[src/rtl/seg7_pkg.sv]
// Shared 7-segment definitions: digit code table, decoder FSM states, digit tags
// and the per-beat decode payload. Also used by the accumulator's display path.
package seg7_pkg;

  localparam int unsigned SEG_W      = 7;   // segment code width, bit6=a .. bit0=g
  localparam int unsigned DIG_W      = 4;   // decoded BCD digit width
  localparam int unsigned VAL_W      = 7;   // width of tens*10+ones (max 99)
  localparam int unsigned NUM_DIGITS = 10;

  // Lit-segment codes for digits 0..9
  localparam logic [SEG_W-1:0] SEG7_LUT [NUM_DIGITS] = '{
    7'h7E, 7'h30, 7'h6D, 7'h79, 7'h33, 7'h5B, 7'h5F, 7'h70, 7'h7F, 7'h7B
  };

  typedef enum logic [1:0] {
    EXP_TENS = 2'd0,
    EXP_ONES = 2'd1,
    HOLD     = 2'd2
  } state_t;

  typedef enum logic {
    DIG_ONES = 1'b0,
    DIG_TENS = 1'b1
  } digit_t;

  // Result of decoding one segment code
  typedef struct packed {
    logic [DIG_W-1:0] digit;  // 0..9, zero when bad
    logic             bad;    // code not in SEG7_LUT
  } dig_dec_t;

endpackage

[src/rtl/seg7_digit_decode.sv]
// Combinational 7-segment code to digit decoder.
// Ports:
//   code   in   7-bit segment code (bit6=a .. bit0=g)
//   dec_c  out  decoded digit plus illegal-code flag (digit forced 0 when illegal)
module seg7_digit_decode
  import seg7_pkg::*;
(
  input  logic [SEG_W-1:0] code,
  output dig_dec_t         dec_c
);

  // Table search: exactly one entry can match since all codes are distinct
  always_comb begin
    dec_c.digit = '0;
    dec_c.bad   = 1'b1;
    for (int i = 0; i < int'(NUM_DIGITS); i++) begin
      if (code == SEG7_LUT[i]) begin
        dec_c.digit = DIG_W'(i);
        dec_c.bad   = 1'b0;
      end
    end
  end

endmodule

[src/rtl/seg7_pair_decoder.sv]
// Decodes a stream of digit-tagged 7-segment codes (tens then ones) into a
// binary value 0..99 presented on a valid/ready output with an illegal-code flag.
// Optional build macro: SEG_STABLE_EN -- a beat only reaches the pair FSM after
// STABLE_N consecutive identical accepted beats.
// Ports:
//   clk, rstn      clock (rising edge), asynchronous active-low reset
//   s_data         segment code, bit6=a..bit0=g
//   s_digit        0 = ones digit, 1 = tens digit
//   s_valid/ready  input handshake; s_ready depends on state only
//   m_data         tens*10+ones, zero when m_err
//   m_err          a digit code of the pair was illegal
//   m_valid/ready  output handshake; data held stable while m_valid
//   seq_drop_cnt   saturating count of out-of-order beats discarded
module seg7_pair_decoder
  import seg7_pkg::*;
#(
  parameter int unsigned W        = 7,
  parameter int unsigned STABLE_N = 3,
  parameter int unsigned CNT_W    = 8
) (
  input  logic             clk,
  input  logic             rstn,
  input  logic [SEG_W-1:0] s_data,
  input  logic             s_digit,
  input  logic             s_valid,
  output logic             s_ready,
  output logic [W-1:0]     m_data,
  output logic             m_err,
  output logic             m_valid,
  input  logic             m_ready,
  output logic [CNT_W-1:0] seq_drop_cnt
);

  // Elaboration-time parameter sanity
  if (W < SEG_W || STABLE_N < 1 || CNT_W < 1) begin : g_param_bad
    $error("seg7_pair_decoder: need W >= 7, STABLE_N >= 1, CNT_W >= 1");
  end

  state_t           state_q;
  state_t           state_d;
  logic [DIG_W-1:0] tens_q;
  logic             tens_bad_q;
  dig_dec_t         dec_c;
  logic             accept_c;
  logic             beat_c;
  logic             is_tens_c;
  logic             latch_tens_c;
  logic             drop_c;
  logic             emit_c;
  logic             release_c;
  logic [VAL_W-1:0] sum_c;
  logic             pair_bad_c;

  assign s_ready   = (state_q != HOLD);
  assign accept_c  = s_valid & s_ready;
  assign is_tens_c = (s_digit == logic'(DIG_TENS));

`ifdef SEG_STABLE_EN
  // Stability filter: counts consecutive identical accepted beats and passes
  // the beat that completes a run of STABLE_N, then starts a fresh run.
  localparam int unsigned MATCH_W = $clog2(STABLE_N + 1);

  logic [SEG_W:0]     last_q;
  logic [MATCH_W-1:0] match_q;
  logic [MATCH_W-1:0] match_nxt_c;

  always_comb begin
    match_nxt_c = MATCH_W'(1);
    if (match_q != '0 && last_q == {s_digit, s_data}) begin
      match_nxt_c = match_q + MATCH_W'(1);
    end
  end

  assign beat_c = accept_c && (match_nxt_c == MATCH_W'(STABLE_N));

  always_ff @(posedge clk or negedge rstn) begin
    if (!rstn) begin
      last_q  <= '0;
      match_q <= '0;
    end else if (accept_c) begin
      last_q  <= {s_digit, s_data};
      match_q <= beat_c ? '0 : match_nxt_c;
    end
  end
`else
  assign beat_c = accept_c;
`endif

  // Single decoder shared by tens and ones beats; only the current beat is decoded
  seg7_digit_decode u_dec (
    .code  (s_data),
    .dec_c (dec_c)
  );

  // Pair value at 7 bits; tens_q <= 9 so the result never exceeds 99
  assign sum_c      = VAL_W'(tens_q) * VAL_W'(10) + VAL_W'(dec_c.digit);
  assign pair_bad_c = tens_bad_q | dec_c.bad;

  // State register
  always_ff @(posedge clk or negedge rstn) begin
    if (!rstn) begin
      state_q <= EXP_TENS;
    end else begin
      state_q <= state_d;
    end
  end

  // Next-state and datapath strobes
  always_comb begin
    state_d      = state_q;
    latch_tens_c = 1'b0;
    drop_c       = 1'b0;
    emit_c       = 1'b0;
    release_c    = 1'b0;
    unique case (state_q)
      EXP_TENS: begin
        if (beat_c) begin
          if (is_tens_c) begin
            latch_tens_c = 1'b1;
            state_d      = EXP_ONES;
          end else begin
            drop_c = 1'b1;
          end
        end
      end
      EXP_ONES: begin
        if (beat_c) begin
          if (is_tens_c) begin
            // a second tens beat supersedes the first one
            latch_tens_c = 1'b1;
            drop_c       = 1'b1;
          end else begin
            emit_c  = 1'b1;
            state_d = HOLD;
          end
        end
      end
      HOLD: begin
        if (m_ready) begin
          release_c = 1'b1;
          state_d   = EXP_TENS;
        end
      end
      default: begin
        state_d = EXP_TENS;
      end
    endcase
  end

  // Stored tens digit, output register and drop counter
  always_ff @(posedge clk or negedge rstn) begin
    if (!rstn) begin
      tens_q       <= '0;
      tens_bad_q   <= 1'b0;
      m_data       <= '0;
      m_err        <= 1'b0;
      m_valid      <= 1'b0;
      seq_drop_cnt <= '0;
    end else begin
      if (latch_tens_c) begin
        tens_q     <= dec_c.digit;
        tens_bad_q <= dec_c.bad;
      end
      if (emit_c) begin
        m_data  <= pair_bad_c ? '0 : W'(sum_c);
        m_err   <= pair_bad_c;
        m_valid <= 1'b1;
      end else if (release_c) begin
        m_valid <= 1'b0;
      end
      if (drop_c && seq_drop_cnt != '1) begin
        seq_drop_cnt <= seq_drop_cnt + CNT_W'(1);
      end
    end
  end

endmodule

[config.mk]
export PLATFORM = sky130hd
export DESIGN_NAME = seg7_pair_decoder
export DESIGN_NICKNAME = d
export VERILOG_FILES = /design/src/rtl/seg7_pkg.sv /design/src/rtl/seg7_digit_decode.sv /design/src/rtl/seg7_pair_decoder.sv
export SDC_FILE = /design/constraint.sdc
export NUM_CORES = 1
export LEC_CHECK = 0
export CORE_MARGIN = 4
export CORE_UTILIZATION = 50
export CTS_BUF_LIST = sky130_fd_sc_hd__clkbuf_16
export DETAILED_ROUTE_END_ITERATION = 16
export GPL_TIMING_DRIVEN = 0
export PLACE_DENSITY_LB_ADDON = 0.08
export SETUP_SLACK_MARGIN = 0.1
export SLEW_MARGIN = 5
export SYNTH_ARGS = -nofsm -noshare
export SYNTH_HDL_FRONTEND = slang
export SYNTH_HIERARCHICAL = 1
export SYNTH_SLANG_ARGS = --single-unit
[constraint.sdc]
create_clock -name clk -period 2.8 [get_ports clk]
set_input_delay 0.56 -clock clk [delete_from_list [all_inputs] [get_ports clk]]
set_output_delay 0.56 -clock clk [all_outputs]
set_load 0.05 [all_outputs]
==> flow_summary.toml <==
[power_and_ir_drop]
p_sw_frac = 0.371
pwr-share-comb = 0.359
p_clk_frac = 0.293
ir_worst_vdd_mv = 0.810
pwr-share-seq = 0.349
intPower_uw = 879
leakagePower_uw = 0.000882
power.switching_uw = 518
cellPowerDensity_mw_per_mm2 = 743

[yosys]
async_flop_share = 1.00
synthTopCellsByCount = "dfrtp_1, nand2_1, o21ai_0"
synth_area_leaders = "dfrtp_1, ha_1, nand2_1"
syn_area_per_cell_um2 = 10.4
yosys_register_bits = 24
ys.flop_type = "dfrtp_1"
postSynthCellCount = 138
synth_seq_area_share = 0.420
synth.distinct_cells = 41
syn-num-nets = 159
synth.cell_area_mm2 = 0.00143
yosysWarnings = 6
synth.top_cell.area_share = 0.420
yosysMostFrequentCell = "dfrtp_1"
synth-edff-count = 0
yosysTopAreaCell = "dfrtp_1"

[critical_path]
critPathLaunch = "s_data[5]"
crit_required_ps = 2950
reg2reg_setup_slack_ps = 530
path_class = "primary input to register"
cp.arrival_ps = 2720
cp_slowest_stage_delay_ps = 350
endpoint_kind = "register"
cp-endpoint = "m_data[5]$_DFFE_PN0P_"
worstPathMaxFanout = 8
slowest_stage = "fa_2"
r2r_cells = 7
worstReg2RegEnd = "m_data[6]$_DFFE_PN0P_"
worstPathCellList = "dlygate4sd2_1, and3b_2, o21ai_0, a221oi_2, ha_2, fa_2, a21oi_1, nor2b_1, xnor2_1, o41ai_1"
start_kind = "primary input"
rr_startpoint = "tens_q[1]$_DFFE_PN0P_"

[finish]
nets = 193
antenna_cells = 0
fill_cells = 220
area_growth_pct = 31.7
drive_above_1_share = 0.158

[run]
maxCapViolCount = 0

[routing]
first_pass_iters = 4
vias_per_cell = 5.54
wl_per_cell_um = 14.2
route.detailed.drc = 0
ant_nets = 0
drtIter0Drc = 48
drt_wl_total_um = 2870
vias = 1120

[sta]
holdWs_ps = 460
layout_min_cycle_time_ps = 2580
relSlewSlack = 0.292
setup_viol = 0
fin_skew_ps = 3.65
finalMaxSlewViolations = 0
tns_ps = 0
fmax_mhz = 388
post-route-period-util = 0.920
hold_viol = 0
rsz0062_at_grt = "yes"
worst_slew_pin_slew_ps = 1060

[die]
dieArea_mm2 = 0.00378
coreArea_mm2 = 0.00273
die_h_um = 61.5
die_w_um = 61.5
num_rows = 19
initial_utilization = 0.523
ios = 30

[grt]
grt_pass1_vias = 1051
grt_pass1_wl_um = 4660
antenna_found_initial = 0
grt_overflow = 0
grt_usage = 0.168
grt_max_degree = 25

[place]
dp_hpwl_um = 2170
place.gp.congestion = 0.872
numPortBuffers = 28

[clocking]
cts_buffers = 3
ctsHoldBuffers = 0
cts_htree_levels = 1
cts.path.max_buffers = 2
cts.sinks = 24
worstSkewPairLatency_ps = 260
cts_root_buf = "clkbuf_16"
cts_tree = "built"
clk_pin_slew_ps = 60

[run_status]
outcome = "finished, final reports clean"

[min_path]
hold_path_class = "register to register"
[placed cells by master (no fill, tap or decap), types with 2 or more instances in the layout]
master and instances:
a21oi_1 5, a31oi_1 2, clkbuf_16 3, clkdlybuf4s50_1 23
dfrtp_1 24, dlygate4sd2_1 2, dlymetal6s2s_1 3, ha_1 6
inv_1 2, mux2_2 6, nand2_1 20, nand2b_1 3
nand3_1 4, nor2_1 5, nor3_1 4, nor3b_1 3
o21ai_0 10, o41ai_1 3, or3b_1 2, xnor2_1 4
xor2_1 7
[routing by layer]
layer	GRT usage	wire length, um	up-vias
li1	-	-	563
met1	0.239	1430	522
met2	0.240	1190	28
met3	0.0294	174	7
met4	0.0970	71	0
met5	0	0	-
[worst min path at each step]
| stage | from | cells after the start | endpoint |
|---|---|---|---|
| 6_report | state_q[1]$_DFFE_PN0P_ | 1 | state_q[0]$_DFFE_PN0P_ |
| 4_1_cts | state_q[1]$_DFFE_PN0P_ | 1 | state_q[0]$_DFFE_PN0P_ |
| 3_5_place_dp | state_q[1]$_DFFE_PN0P_ | 1 | state_q[0]$_DFFE_PN0P_ |
| 5_1_grt | state_q[1]$_DFFE_PN0P_ | 1 | state_q[0]$_DFFE_PN0P_ |
| 2_1_floorplan | rstn | 0 | m_data[0]$_DFFE_PN0P_ |
| 3_3_place_gp | state_q[1]$_DFFE_PN0P_ | 1 | state_q[0]$_DFFE_PN0P_ |
[power groups by stage]
| stage | Clock [uW] | Combinational (uW) | Sequential (uW) |
|---|---|---|---|
| after floorplan | 0 | 135 | 681 |
| after global placement | 0 | 497 | 488 |
| after detailed placement | 0 | 502 | 491 |
| after CTS | 415 | 504 | 486 |
| after global routing | 424 | 539 | 500 |
| final | 409 | 501 | 488 |
[registers in the layout (all words and copies together), names as in the netlist]
register / flops
m_err: 1
seq_drop_cnt: 8
tens_q: 4
m_data: 7
tens_bad_q: 1
state_q: 2
m_valid: 1
[repair_timing]
action	4_1_cts	5_1_grt
pin swaps	0	4
setup buffers	0	1
endpoints found under the hold margin	0	0
resized for setup	2	8
setup endpoints to repair	1	3
[kinds of logic after synthesis]
| logic type | share of synthesized area |
|---|---|
| AND/OR/NAND/NOR | 0.221 |
| AO/OA/AOI/OAI | 0.125 |
| flip-flops | 0.420 |
| XOR/XNOR | 0.0674 |
| adder cells (fa/ha/maj) | 0.0893 |
| multiplexers | 0.0648 |
| buffers and inverters | 0.0123 |
[critical path: cells and delay by family]
kind,cells,cell delay [ps]
AO/OA/AOI/OAI,4,840
XOR/XNOR,1,120
AND/OR/NAND/NOR,2,310
buffers and inverters,1,340
adder cells (fa/ha/maj),2,560
[final cells by class]
cell class              instances  area, um^2  area share
plain buffers                   2        10.0     0.00532
clock buffers                   3        75.1      0.0399
clock inverters                 1        30.0      0.0160
inverters                       2        7.51     0.00399
multi-input cells             110         827       0.439
flip-flops and latches         24         601       0.319
well taps                      31        38.8      0.0206
repair buffers                 29         293       0.156
[stage by stage]
step / instances / utilization / instance area [um^2] / setup slack, ps / total power [uW]
2_1_floorplan: 138 / - / 1430 / 421 / 815
6_report: 202 / 0.688 / 1880 / 223 / 1400
5_1_grt: 202 / 0.688 / 1880 / 74.8 / 1460
3_5_place_dp: 197 / 0.639 / 1750 / -236 / 993
4_1_cts: 201 / 0.677 / 1850 / 141 / 1410
3_3_place_gp: 197 / 0.639 / 1750 / -184 / 986
(Power assumes the default switching activity.)
